<file path="src/rtl/det_seq_pkg.sv">
// Shared types and defaults for the serial pattern detector controller.
package det_seq_pkg;

  localparam int WORD_W_DEF = 8;
  localparam int PAT_W_DEF  = 4;
  localparam int CNT_W_DEF  = 16;
  localparam int BIT_IDX_W  = $clog2(WORD_W_DEF);

  typedef enum logic [1:0] {
    ST_IDLE  = 2'd0,
    ST_ARMED = 2'd1,
    ST_SHIFT = 2'd2,
    ST_HALT  = 2'd3
  } state_e;

  // Bit-index width that stays legal even for a 1-bit word.
  function automatic int idx_width(int w);
    return (w > 1) ? $clog2(w) : 1;
  endfunction

endpackage

</file>
<file path="src/rtl/det_seq_window.sv">
// PAT_W-bit detection window with fill count and overlap control.
// hit_o is combinational on the incoming bit; match_o is the registered pulse one cycle later.
module det_seq_window
  import det_seq_pkg::*;
#(
  parameter int PAT_W = PAT_W_DEF
) (
  input  logic             clk_i,
  input  logic             rstn_i,
  input  logic             clr_i,
  input  logic             bit_vld_i,
  input  logic             bit_i,
  input  logic [PAT_W-1:0] pattern_i,
  input  logic             overlap_i,
  output logic             hit_o,
  output logic             match_o
);

  localparam int FW = $clog2(PAT_W + 1);

  logic [PAT_W-1:0] hist_q, hist_d, hist_shift;
  logic [FW-1:0]    fill_q, fill_d, fill_inc;
  logic             match_q;
  logic             hit;

  always_comb begin
    hist_shift = {hist_q[PAT_W-2:0], bit_i};
    fill_inc   = (fill_q == FW'(PAT_W)) ? fill_q : fill_q + FW'(1);
    hit        = bit_vld_i && (fill_inc == FW'(PAT_W)) && (hist_shift == pattern_i);
    hist_d     = hist_q;
    fill_d     = fill_q;
    if (clr_i) begin
      hist_d = '0;
      fill_d = '0;
    end else if (bit_vld_i) begin
      hist_d = hist_shift;
      // Without overlap the next match must be built from PAT_W fresh bits.
      fill_d = (hit && !overlap_i) ? '0 : fill_inc;
    end
  end

  always_ff @(posedge clk_i or negedge rstn_i) begin
    if (!rstn_i) begin
      hist_q  <= '0;
      fill_q  <= '0;
      match_q <= 1'b0;
    end else begin
      hist_q  <= hist_d;
      fill_q  <= fill_d;
      match_q <= hit && !clr_i;
    end
  end

  assign hit_o   = hit && !clr_i;
  assign match_o = match_q;

endmodule

</file>
<file path="src/rtl/det_seq_ctrl.sv">
// Word-to-bit scheduler, match counter and threshold halt around det_seq_window.
// Word accepted in T shows MSB in T+1; s_ready_o only in ARMED, so one word per WORD_W+1 cycles.
module det_seq_ctrl
  import det_seq_pkg::*;
#(
  parameter int WORD_W = WORD_W_DEF,
  parameter int PAT_W  = PAT_W_DEF,
  parameter int CNT_W  = CNT_W_DEF
) (
  input  logic              clk_i,
  input  logic              rstn_i,
  input  logic              start_i,
  input  logic              stop_i,
  input  logic [PAT_W-1:0]  cfg_pattern_i,
  input  logic              cfg_overlap_i,
  input  logic [CNT_W-1:0]  cfg_thresh_i,
  input  logic              s_valid_i,
  input  logic [WORD_W-1:0] s_data_i,
  output logic              s_ready_o,
  output logic              bit_valid_o,
  output logic              bit_out_o,
  output logic              match_o,
  output logic [CNT_W-1:0]  match_cnt_o,
  output logic              busy_o,
  output logic              done_o,
  output logic              irq_o
);

  localparam int IW = idx_width(WORD_W);

  state_e            state_q;
  logic [WORD_W-1:0] word_q;
  logic [IW-1:0]     idx_q;
  logic [CNT_W-1:0]  cnt_q;
  logic              s_ready_q, bit_valid_q, bit_out_q, busy_q, done_q, irq_q;

  logic              hit, win_vld, do_start, thr_hit;
  logic [CNT_W-1:0]  cnt_inc;

  // A bit presented in the same cycle as stop is discarded, so it never scores.
  assign win_vld  = bit_valid_q && !stop_i;
  assign do_start = start_i && !stop_i && (state_q == ST_IDLE || state_q == ST_HALT);
  assign cnt_inc  = (&cnt_q) ? cnt_q : cnt_q + CNT_W'(1);
  assign thr_hit  = hit && (cfg_thresh_i != '0) && (cnt_inc == cfg_thresh_i);

  det_seq_window #(.PAT_W(PAT_W)) u_window (
    .clk_i     (clk_i),
    .rstn_i    (rstn_i),
    .clr_i     (do_start),
    .bit_vld_i (win_vld),
    .bit_i     (bit_out_q),
    .pattern_i (cfg_pattern_i),
    .overlap_i (cfg_overlap_i),
    .hit_o     (hit),
    .match_o   (match_o)
  );

  always_ff @(posedge clk_i or negedge rstn_i) begin
    if (!rstn_i) begin
      state_q     <= ST_IDLE;
      word_q      <= '0;
      idx_q       <= '0;
      cnt_q       <= '0;
      s_ready_q   <= 1'b0;
      bit_valid_q <= 1'b0;
      bit_out_q   <= 1'b0;
      busy_q      <= 1'b0;
      done_q      <= 1'b0;
      irq_q       <= 1'b0;
    end else begin
      irq_q <= 1'b0;
      if (hit) cnt_q <= cnt_inc;
      if (stop_i) begin
        state_q     <= ST_IDLE;
        s_ready_q   <= 1'b0;
        bit_valid_q <= 1'b0;
        busy_q      <= 1'b0;
        done_q      <= 1'b0;
      end else begin
        case (state_q)
          ST_IDLE, ST_HALT: begin
            if (start_i) begin
              state_q   <= ST_ARMED;
              cnt_q     <= '0;
              s_ready_q <= 1'b1;
              busy_q    <= 1'b1;
              done_q    <= 1'b0;
            end
          end
          ST_ARMED: begin
            if (s_valid_i) begin
              state_q     <= ST_SHIFT;
              s_ready_q   <= 1'b0;
              word_q      <= s_data_i << 1;
              bit_out_q   <= s_data_i[WORD_W-1];
              bit_valid_q <= 1'b1;
              idx_q       <= '0;
            end
          end
          ST_SHIFT: begin
            if (thr_hit) begin
              state_q     <= ST_HALT;
              bit_valid_q <= 1'b0;
              busy_q      <= 1'b0;
              done_q      <= 1'b1;
              irq_q       <= 1'b1;
            end else if (idx_q == IW'(WORD_W - 1)) begin
              state_q     <= ST_ARMED;
              bit_valid_q <= 1'b0;
              s_ready_q   <= 1'b1;
            end else begin
              bit_out_q <= word_q[WORD_W-1];
              word_q    <= word_q << 1;
              idx_q     <= idx_q + IW'(1);
            end
          end
          default: state_q <= ST_IDLE;
        endcase
      end
    end
  end

  assign s_ready_o   = s_ready_q;
  assign bit_valid_o = bit_valid_q;
  assign bit_out_o   = bit_out_q;
  assign match_cnt_o = cnt_q;
  assign busy_o      = busy_q;
  assign done_o      = done_q;
  assign irq_o       = irq_q;

endmodule

</file>
<file path="config.mk">
export PLATFORM = sky130hd
export DESIGN_NAME = det_seq_ctrl
export DESIGN_NICKNAME = d
export VERILOG_FILES = /design/src/rtl/det_seq_pkg.sv /design/src/rtl/det_seq_window.sv /design/src/rtl/det_seq_ctrl.sv
export SDC_FILE = /design/constraint.sdc
export NUM_CORES = 1
export LEC_CHECK = 0
export ABC_AREA = 1
export ABC_CLOCK_PERIOD_IN_PS = 3100
export CAP_MARGIN = 20
export CELL_PAD_IN_SITES_DETAIL_PLACEMENT = 0
export CELL_PAD_IN_SITES_GLOBAL_PLACEMENT = 2
export CORE_MARGIN = 2
export CORE_UTILIZATION = 26
export DETAILED_ROUTE_END_ITERATION = 6
export PLACE_DENSITY_LB_ADDON = 0.1
export SLEW_MARGIN = 30
export SYNTH_ARGS = -nofsm -noshare
export SYNTH_HDL_FRONTEND = slang
export SYNTH_HIERARCHICAL = 1
export SYNTH_SLANG_ARGS = --single-unit
</file>
<file path="constraint.sdc">
create_clock -name clk_i -period 3.1 [get_ports clk_i]
set_input_delay 0.465 -clock clk_i [delete_from_list [all_inputs] [get_ports clk_i]]
set_output_delay 0.465 -clock clk_i [all_outputs]
set_load 0.03 [all_outputs]
</file>
==> results of run 1 <==
## routing by layer
| metal | global-route usage | vias up | wire, um |
|---|---|---|---|
| met3 | 0.0279 | 10 | 382 |
| met1 | 0.208 | 1383 | 4520 |
| met5 | 0 | - | 0 |
| met4 | 0.0398 | 0 | 114 |
| li1 | - | 1572 | - |
| met2 | 0.267 | 63 | 4610 |
## synthesized netlist by cell type (all sizes together) (4+ instances only)
library cell | count | area share
ha | 7 | 0.028
inv | 71 | 0.087
xor2 | 5 | 0.014
nor3 | 5 | 0.0081
o21ai | 29 | 0.056
nand3 | 36 | 0.075
xnor2 | 4 | 0.014
a21oi | 6 | 0.0098
nand2 | 154 | 0.20
nand4 | 16 | 0.033
clkbuf | 5 | 0.0061
nor2 | 50 | 0.076
dfrtp | 41 | 0.33
o211ai | 13 | 0.032
buf | 4 | 0.013
## cell families (layout without fill, tap and decap cells)
logic type / count (synthesis) / after routing
AO/OA/AOI/OAI: 52 / 52
XOR/XNOR: 9 / 9
adder cells (fa/ha/maj): 7 / 7
buffers and inverters: 82 / 144
flip-flops: 41 / 41
AND/OR/NAND/NOR: 265 / 265
## per-stage QoR
stage / hold slack (ns) / area (sq um)
4_1_cts: 0.197 / 3970
3_3_place_gp: 0.460 / 3810
6_report: 0.162 / 3970
2_1_floorplan: 0.169 / 3080
5_1_grt: 0.227 / 3970
3_5_place_dp: 0.464 / 3820
## worst register-to-register path, delay by kind of cell (launching register included)
family	cells	cell delay, ns
flip-flops	1	0.45
adder cells (fa/ha/maj)	1	0.24
AO/OA/AOI/OAI	1	0.07
buffers and inverters	1	0.35
AND/OR/NAND/NOR	12	1.34
XOR/XNOR	1	0.21
## layout make-up
class	count	area share
Tap cell	143	0.0450
Sequential cell	41	0.258
Inverter	73	0.0696
Timing Repair Buffer	63	0.154
Multi-Input combinational cell	333	0.434
Clock buffer	7	0.0384
Clock inverter	1	0.00126
## sequential cells by signal (all words and copies together), names as in the netlist, 2 cells and up
| register | cells |
|---|---|
| match_cnt_o | 16 |
| word_q | 7 |
| idx_q | 3 |
| u_window/fill_q | 3 |
| u_window/hist_q | 3 |
| state_q | 2 |
## worst max-delay path by stage
stage | from | to | slack (ns)
final | match_cnt_o[1] | state_q[1] | 0.33
after global routing | match_cnt_o[1] | state_q[1] | 0.06
after CTS | match_cnt_o[1] | state_q[1] | 0.30
after detailed placement | stop_i | state_q[1] | 0.16
after global placement | stop_i | word_q[4] | 0.22
after floorplan | stop_i | word_q[5] | 0.07
## power by group
group,switching (mW),leakage [nW],internal [mW]
logic,0.444,1.41,0.273
registers,0.0700,0.552,0.648
clock network,0.231,0.0799,0.342
total,0.744,2.04,1.26
==> impl_metrics.json, run 1 <==
{
  "run_status": "finished clean",
  "cts_hold_buf": 0,
  "drt_wl_total_mm": 9.62,
  "power.static_leakage_nw": 2.04,
  "arrival_ns": 2.95,
  "synthCells": 456,
  "period_share": 0.895,
  "globalplace.congestion": 0.808,
  "multiInputGateArea_sq_mm": 0.00172,
  "numCtsBuffers": 5,
  "crit_chain": "ha_1, nand2_1, nor2_4, nand2_4, nor2_8, inv_2, nand2_1, xor2_1, nor2_1, nand2_1, nor2_2, nand2_1, nand2_1, nand2_1, nand2_1, o21ai_0",
  "firstDrtPassIters": 4,
  "yosys.area_share.simple": 0.396,
  "insertion_delay_ns": 0.29,
  "overflow": 0,
  "h-tree-depth": 2,
  "path_common_cell": "nand2_1",
  "ys_ff_latch": 41,
  "rows": 39,
  "die_x_um": 113,
  "clock-sinks": 41,
  "synth_top_family_by_area": "simple AND/OR/NAND/NOR gates",
  "r2r_end": "state_q[1]",
  "die-area_sq_mm": 0.0127,
  "vias_per_cell": 4.58,
  "cp_slowest_cell": "dfrtp_1",
  "grt_setup_unrepaired": "false",
  "cts_root_buf": "clkbuf_16",
  "synth-compound-area-share": 0.106,
  "dp_slack_ns": 0.161,
  "mostFrequentLayoutCell": "nand2_1",
  "r2r_slack_ns": 0.33,
  "synth_xor_area_frac": 0.0280,
  "critPathBufInv": 1,
  "relSlewSlack": 0.592,
  "muxShareOfSynthArea": 0,
  "drive_above_1_share": 0.108,
  "ys_warn_count": 6,
  "drv_slew": 0,
  "chipHeight_um": 113,
  "fill_cells": 1255,
  "worstSetupPathDepth": 16,
  "instances_no_fill": 661,
  "setup_violations": 0,
  "num_antenna_cells": 0,
  "yosysUniqueCellTypes": 34,
  "hold_violations": 0,
  "cts_tree": "built",
  "path_max_fanout": 22,
  "cts.path.max_buffers": 2,
  "core_sq_mm": 0.0115,
  "antenna_found_initial": 0,
  "nNetsFinal": 558,
  "critPathRequiredTime_ns": 3.27,
  "hold_class": "in2async",
  "fmaxAchievable_mhz": 360,
  "grt_pass1_wl_mm": 15.6,
  "track_usage": 0.157,
  "power_density_mw_per_mm2": 505,
  "syn_area_sq_mm": 0.00308,
  "fin_crit_ns": 2.77,
  "endpoint_kind": "flip-flop",
  "worstSetupPathType": "reg2reg",
  "worstMarginPinSlew_ns": 0.611,
  "finalPower_mw": 2.01,
  "rr_startpoint": "match_cnt_o[1]",
  "placed_cells": 653,
  "slowest_delay_ns": 0.45,
  "ys_seq_area_frac": 0.333,
  "design.portCount": 57,
  "synth_edf_count": 0,
  "clk_pin_slew_worst_paths_ns": 0.07,
  "most-common-layout-cells": "148 x nand2_1, 64 x inv_1, 55 x clkdlybuf4s50_1",
  "start_util": 0.269,
  "grt_pass1_vias": 2988,
  "setup_slack_ns": 0.325,
  "final-seq-area_sq_mm": 0.00103,
  "path_delay_family": "simple AND/OR/NAND/NOR gates",
  "vias": 3028,
  "drtIter0Drc": 165,
  "syn_to_final_growth_pct": 29.1,
  "hpwl_mm": 7.49,
  "port_buffers": 56,
  "max-cap-violations": 0,
  "synth_fp_nets": 497,
  "start_kind": "flip-flop",
  "ys.flop_type": "dfrtp_1",
  "grt_max_degree": 42,
  "synthAdderAreaFrac": 0.0284,
  "fin_skew_ns": 0.00946,
  "post_cts_resized": 0,
  "syn_avg_cell_area_sq_um": 6.75,
  "wire_per_inst_um": 14.6,
  "antenna_left": 0,
  "worst_r2r_path_depth": 16,
  "worst_ir_drop_vdd_mv": 0.216,
  "post-cts-setup-buffer-count": 0,
  "tns_ns": 0,
  "post-route-util": 0.347,
  "async_reset_ff_frac": 1.00,
  "route.detailed.drc": 0
}
Power figures use the tool's default switching activity.
==> run 2, diff against run 1 <==
--- a/config.mk
+++ b/config.mk
@@ -15,4 +15,5 @@
 export DETAILED_ROUTE_END_ITERATION = 6
 export PLACE_DENSITY_LB_ADDON = 0.1
+export SETUP_SLACK_MARGIN = 0.3
 export SLEW_MARGIN = 30
 export SYNTH_ARGS = -nofsm -noshare
==> constraint.sdc (replaced) <==
create_clock -name clk_i -period 3.1 [get_ports clk_i]
set_input_delay 0.465 -clock clk_i [delete_from_list [all_inputs] [get_ports clk_i]]
set_output_delay 0.465 -clock clk_i [all_outputs]
set_load 0.01 [all_outputs]
==> impl_metrics.json, run 2 (synthesis gave the netlist of run 1 again) <==
{
  "start_util": 0.269,
  "critPathBufInv": 3,
  "hold_class": "in2async",
  "wire_per_inst_um": 14.4,
  "clk_pin_slew_worst_paths_ns": 0.06,
  "drtIter0Drc": 147,
  "port_buffers": 56,
  "cts.path.max_buffers": 2,
  "numCtsBuffers": 5,
  "slowest_delay_ns": 0.45,
  "grt_pass1_wl_mm": 15.8,
  "path_common_cell": "nand2_1",
  "track_usage": 0.158,
  "most-common-layout-cells": "146 x nand2_1, 64 x inv_1, 55 x clkdlybuf4s50_1",
  "dp_slack_ns": 0.124,
  "setup_slack_ns": 0.552,
  "place_area_sq_mm": 0.00382,
  "cts_hold_buf": 0,
  "rows": 39,
  "crit_chain": "clkdlybuf4s50_1, nor2_1, nand2_1, nor2_2, nand3_2, nor3_4, clkinv_2, a21oi_1, nand2_1, nor2_1, nand3_1, nor2_4, nand3_2, nand2_4, inv_4, nand2_1, o21ai_2",
  "cts_tree": "built",
  "clock-sinks": 41,
  "design.portCount": 57,
  "core_sq_mm": 0.0115,
  "cts_root_buf": "clkbuf_16",
  "start_kind": "input pin",
  "mostFrequentLayoutCell": "nand2_1",
  "vias_per_cell": 4.52,
  "relSlewSlack": 0.602,
  "grt_max_degree": 42,
  "path_delay_family": "simple AND/OR/NAND/NOR gates",
  "fin_skew_ns": 0.00545,
  "firstDrtPassIters": 4,
  "hpwl_mm": 7.55,
  "num_antenna_cells": 0,
  "chipHeight_um": 113,
  "vias": 3011,
  "run_status": "finished clean",
  "nNetsFinal": 563,
  "fmaxAchievable_mhz": 392,
  "cp_slowest_cell": "clkdlybuf4s50_1",
  "arrival_ns": 2.73,
  "overflow": 0,
  "path_max_fanout": 14,
  "critPathRequiredTime_ns": 3.28,
  "insertion_delay_ns": 0.29,
  "power.static_leakage_nw": 2.07,
  "antenna_found_initial": 0,
  "period_share": 0.822,
  "largest_register_ffs": 16,
  "setup_violations": 0,
  "worst_ir_drop_vdd_mv": 0.358,
  "tns_ns": 0,
  "max-cap-violations": 0,
  "drt_wl_total_mm": 9.61,
  "hold_violations": 0,
  "route.detailed.drc": 0,
  "worstMarginPinSlew_ns": 0.596,
  "grt_pass1_vias": 3080,
  "antenna_left": 0,
  "h-tree-depth": 2,
  "die_x_um": 113,
  "grt_setup_unrepaired": "false",
  "globalplace.congestion": 0.790,
  "worstSetupPathType": "in2reg",
  "drive_above_1_share": 0.124,
  "power_density_mw_per_mm2": 491,
  "endpoint_kind": "flip-flop",
  "syn_to_final_growth_pct": 31.2,
  "drv_slew": 0,
  "die-area_sq_mm": 0.0127,
  "design_area_sq_mm": 0.00404,
  "fin_crit_ns": 2.55
}
[run 2: cell count changes in the layout (fill, tap and decap cells not counted), moves of 2 or more]
cell / change
nand2_1: -2
buf_4: +5
nor2_2: -2
nand2_2: +2
nor2_4: +2
[run 2: final cells by class]
class	instances	area, sq um
tap	143	179
sequential	41	1030
inverter	73	283
multi-input combinational	333	1750
fill	1276	7430
clock buffer	7	153
clock inverter	1	5.00
timing repair buffer	68	648
[run 2: final timing paths]
kind / startpoint / endpoint / slack [ns] / depth (start not counted)
setup / recovery: stop_i / word_q[2] / 0.55 / 17
hold / removal: rstn_i / match_cnt_o[12] / 0.17 / 1
setup reg to reg: match_cnt_o[1] / word_q[2] / 0.59 / 16
hold reg to reg: busy_o / busy_o / 0.47 / 2
max in group asynchronous: rstn_i / match_cnt_o[1] / 2.51 / 1
min in group clk_i: busy_o / busy_o / 0.47 / 2
[run 2: where the power goes]
group	leakage [nW]	internal, mW	switching (mW)
Clock	0.0799	0.341	0.222
Combinational	1.44	0.290	0.411
Sequential	0.550	0.648	0.0697
[run 2: layer usage]
metal / GRT usage / vias to the layer above / share of wire
li1: - / 1586 / -
met1: 0.200 / 1355 / 0.47
met2: 0.274 / 56 / 0.47
met3: 0.0273 / 14 / 0.032
met4: 0.0488 / 0 / 0.021
met5: 0 / - / 0
[run 2: through the flow]
stage               power [mW]  instances  hold WS [ns]   util
floorplan                 1.18        456         0.169      -
global route              2.13        666         0.215  0.352
global placement          1.42        654         0.459  0.333
detailed placement        1.41        654         0.462  0.334
CTS                       1.99        662         0.198  0.348
finish                    1.98        666         0.174  0.352
[run 2: worst register-to-register path, cell delays in order (launching register included)]
cell and delay (ns):
dfrtp_2 0.41, ha_1 0.19, nand2_1 0.09, nor2_4 0.13, nand2_4 0.12, nor2_8 0.20, nand2_1 0.07, o21ai_1 0.21
nor2_1 0.07, nor2_1 0.14, nand3_1 0.13, nor2_4 0.13, nand3_2 0.12, nand2_4 0.13, inv_4 0.10, nand2_1 0.10
o21ai_2 0.05
[run 2: timing repair]
item                                    in CTS  in global routing
pin swaps                                    0                  1
endpoints found under the setup margin       3                 15
cloned                                       0                  0
gates resized for setup                      1                  7
setup buffers                                0                  4
==> run 3, diff against run 2 <==
- ABC_CLOCK_PERIOD_IN_PS: 3100 -> 2050
- clock period: 3.1 -> 2.05 ns (I/O delays scaled with it)
==> impl_metrics.json, run 3 (synthesis gave the netlist of run 1 again) <==
{
  "run_status": "complete, but fails checks",
  "failed_checks": "hold timing, setup timing",
  "grt_pass1_wl_mm": 17.8,
  "fill_cells": 1189,
  "insertion_delay_ns": 0.29,
  "grt_max_degree": 42,
  "post-route-util": 0.469,
  "slowest_delay_ns": 0.43,
  "endpoint_kind": "flip-flop",
  "largest_register_ffs": 16,
  "holdWs_ns": -0.0115,
  "chipHeight_um": 113,
  "port_buffers": 56,
  "overflow": 0,
  "hpwl_mm": 8.08,
  "h-tree-depth": 2,
  "most-common-layout-cells": "129 x nand2_1, 120 x buf_4, 60 x inv_1",
  "power_density_mw_per_mm2": 646,
  "worstSetupPathType": "reg2reg",
  "fin_skew_ns": 0.00537,
  "cts_tree": "built",
  "relSlewSlack": 0.731,
  "drt_wl_total_mm": 10.8,
  "cts_root_buf": "clkbuf_16",
  "setup_violations": 18,
  "wire_per_inst_um": 13.7,
  "max-cap-violations": 0,
  "drive_above_1_share": 0.378,
  "start_util": 0.269,
  "setup_slack_ns": -0.282,
  "placed_cells": 762,
  "die-area_sq_mm": 0.0127,
  "dp_slack_ns": -0.501,
  "cts.path.max_buffers": 2,
  "vias": 3572,
  "clk_pin_slew_worst_paths_ns": 0.06,
  "mostFrequentLayoutCell": "nand2_1",
  "antenna_found_initial": 0,
  "design.portCount": 57,
  "arrival_ns": 2.55,
  "instances_no_fill": 789,
  "grt_setup_unrepaired": "true",
  "syn_to_final_growth_pct": 74.6,
  "design_area_sq_mm": 0.00538,
  "firstDrtPassIters": 4,
  "globalplace.congestion": 0.864,
  "tns_ns": -4.26,
  "core_sq_mm": 0.0115,
  "period_share": 1.14,
  "cts_hold_buf": 0,
  "place_area_sq_mm": 0.00472,
  "drv_slew": 0,
  "drtIter0Drc": 122,
  "critPathRequiredTime_ns": 2.26,
  "hold_class": "in2async",
  "cp_slowest_cell": "dfrtp_2",
  "start_kind": "flip-flop",
  "worst_ir_drop_vdd_mv": 0.514,
  "numCtsBuffers": 5,
  "path_max_fanout": 7,
  "finalPower_mw": 3.47,
  "hold_violations": 15,
  "antenna_left": 0,
  "track_usage": 0.176,
  "worstMarginPinSlew_ns": 0.401,
  "fmaxAchievable_mhz": 429,
  "grt_pass1_vias": 3647,
  "route.detailed.drc": 0,
  "fin_crit_ns": 2.33,
  "vias_per_cell": 4.53,
  "crit_chain": "buf_6, inv_1, nor2_4, buf_4, or2_2, a21oi_4, nor2_1, nor2_1, nand2_1, nor2_4, nand3_2, nand2_4, buf_6, nand2_1, o21ai_1",
  "rows": 39,
  "die_x_um": 113,
  "num_antenna_cells": 0,
  "nNetsFinal": 686,
  "clock-sinks": 41,
  "power.static_leakage_nw": 2.81
}
-- run 3: critical path, delay by kind of cell, from the launching register on --
kind,cells,cell delay [ns]
AOI/OAI and AO/OA,2,0.21
buffers and inverters,4,0.51
DFF,1,0.43
and+or+nand+nor,9,1.09
-- run 3: layout make-up --
type                            count  area, sq um  share of cell area
Clock buffer                        7          143              0.0265
Clock inverter                      1         30.0             0.00559
Sequential cell                    41         1030               0.191
Timing Repair inverter              1         6.26             0.00116
Multi-Input combinational cell    333         2020               0.376
Tap cell                          143          179              0.0333
Timing Repair Buffer              190         1680               0.312
Inverter                           73          290              0.0540
-- run 3: final timing paths --
kind,depth (start not counted),slack [ns],endpoint,startpoint
setup / recovery,15,-0.28,idx_q[1],match_cnt_o[0]
min in group clk_i,2,0.49,word_q[6],word_q[6]
setup reg to reg,15,-0.28,idx_q[1],match_cnt_o[0]
hold / removal,2,-0.01,match_cnt_o[10],rstn_i
hold reg to reg,2,0.49,word_q[6],word_q[6]
max in group asynchronous,2,1.82,match_cnt_o[0],rstn_i
-- run 3: layer usage --
metal  vias to the layer above  global-route usage  wire [um]
met5                         -                   0          0
met4                         0              0.0480        141
met3                         8              0.0279        397
met2                        60               0.308       5310
met1                      1666               0.227       5000
li1                       1838                   -          -
-- run 3: report_power, final --
group	leakage, nW	total, mW	switching [mW]	internal, mW
clock network	0.0841	0.946	0.337	0.609
logic	2.17	1.45	0.766	0.680
registers	0.549	1.08	0.0987	0.980
total	2.81	3.47	1.20	2.27
-- run 3: what timing repair did --
action | in CTS | in global routing
endpoints found under the setup margin | 33 | 34
gates resized for setup | 54 | 35
gates cloned | 2 | 0
setup buffers | 11 | 6
pin swaps | 18 | 18
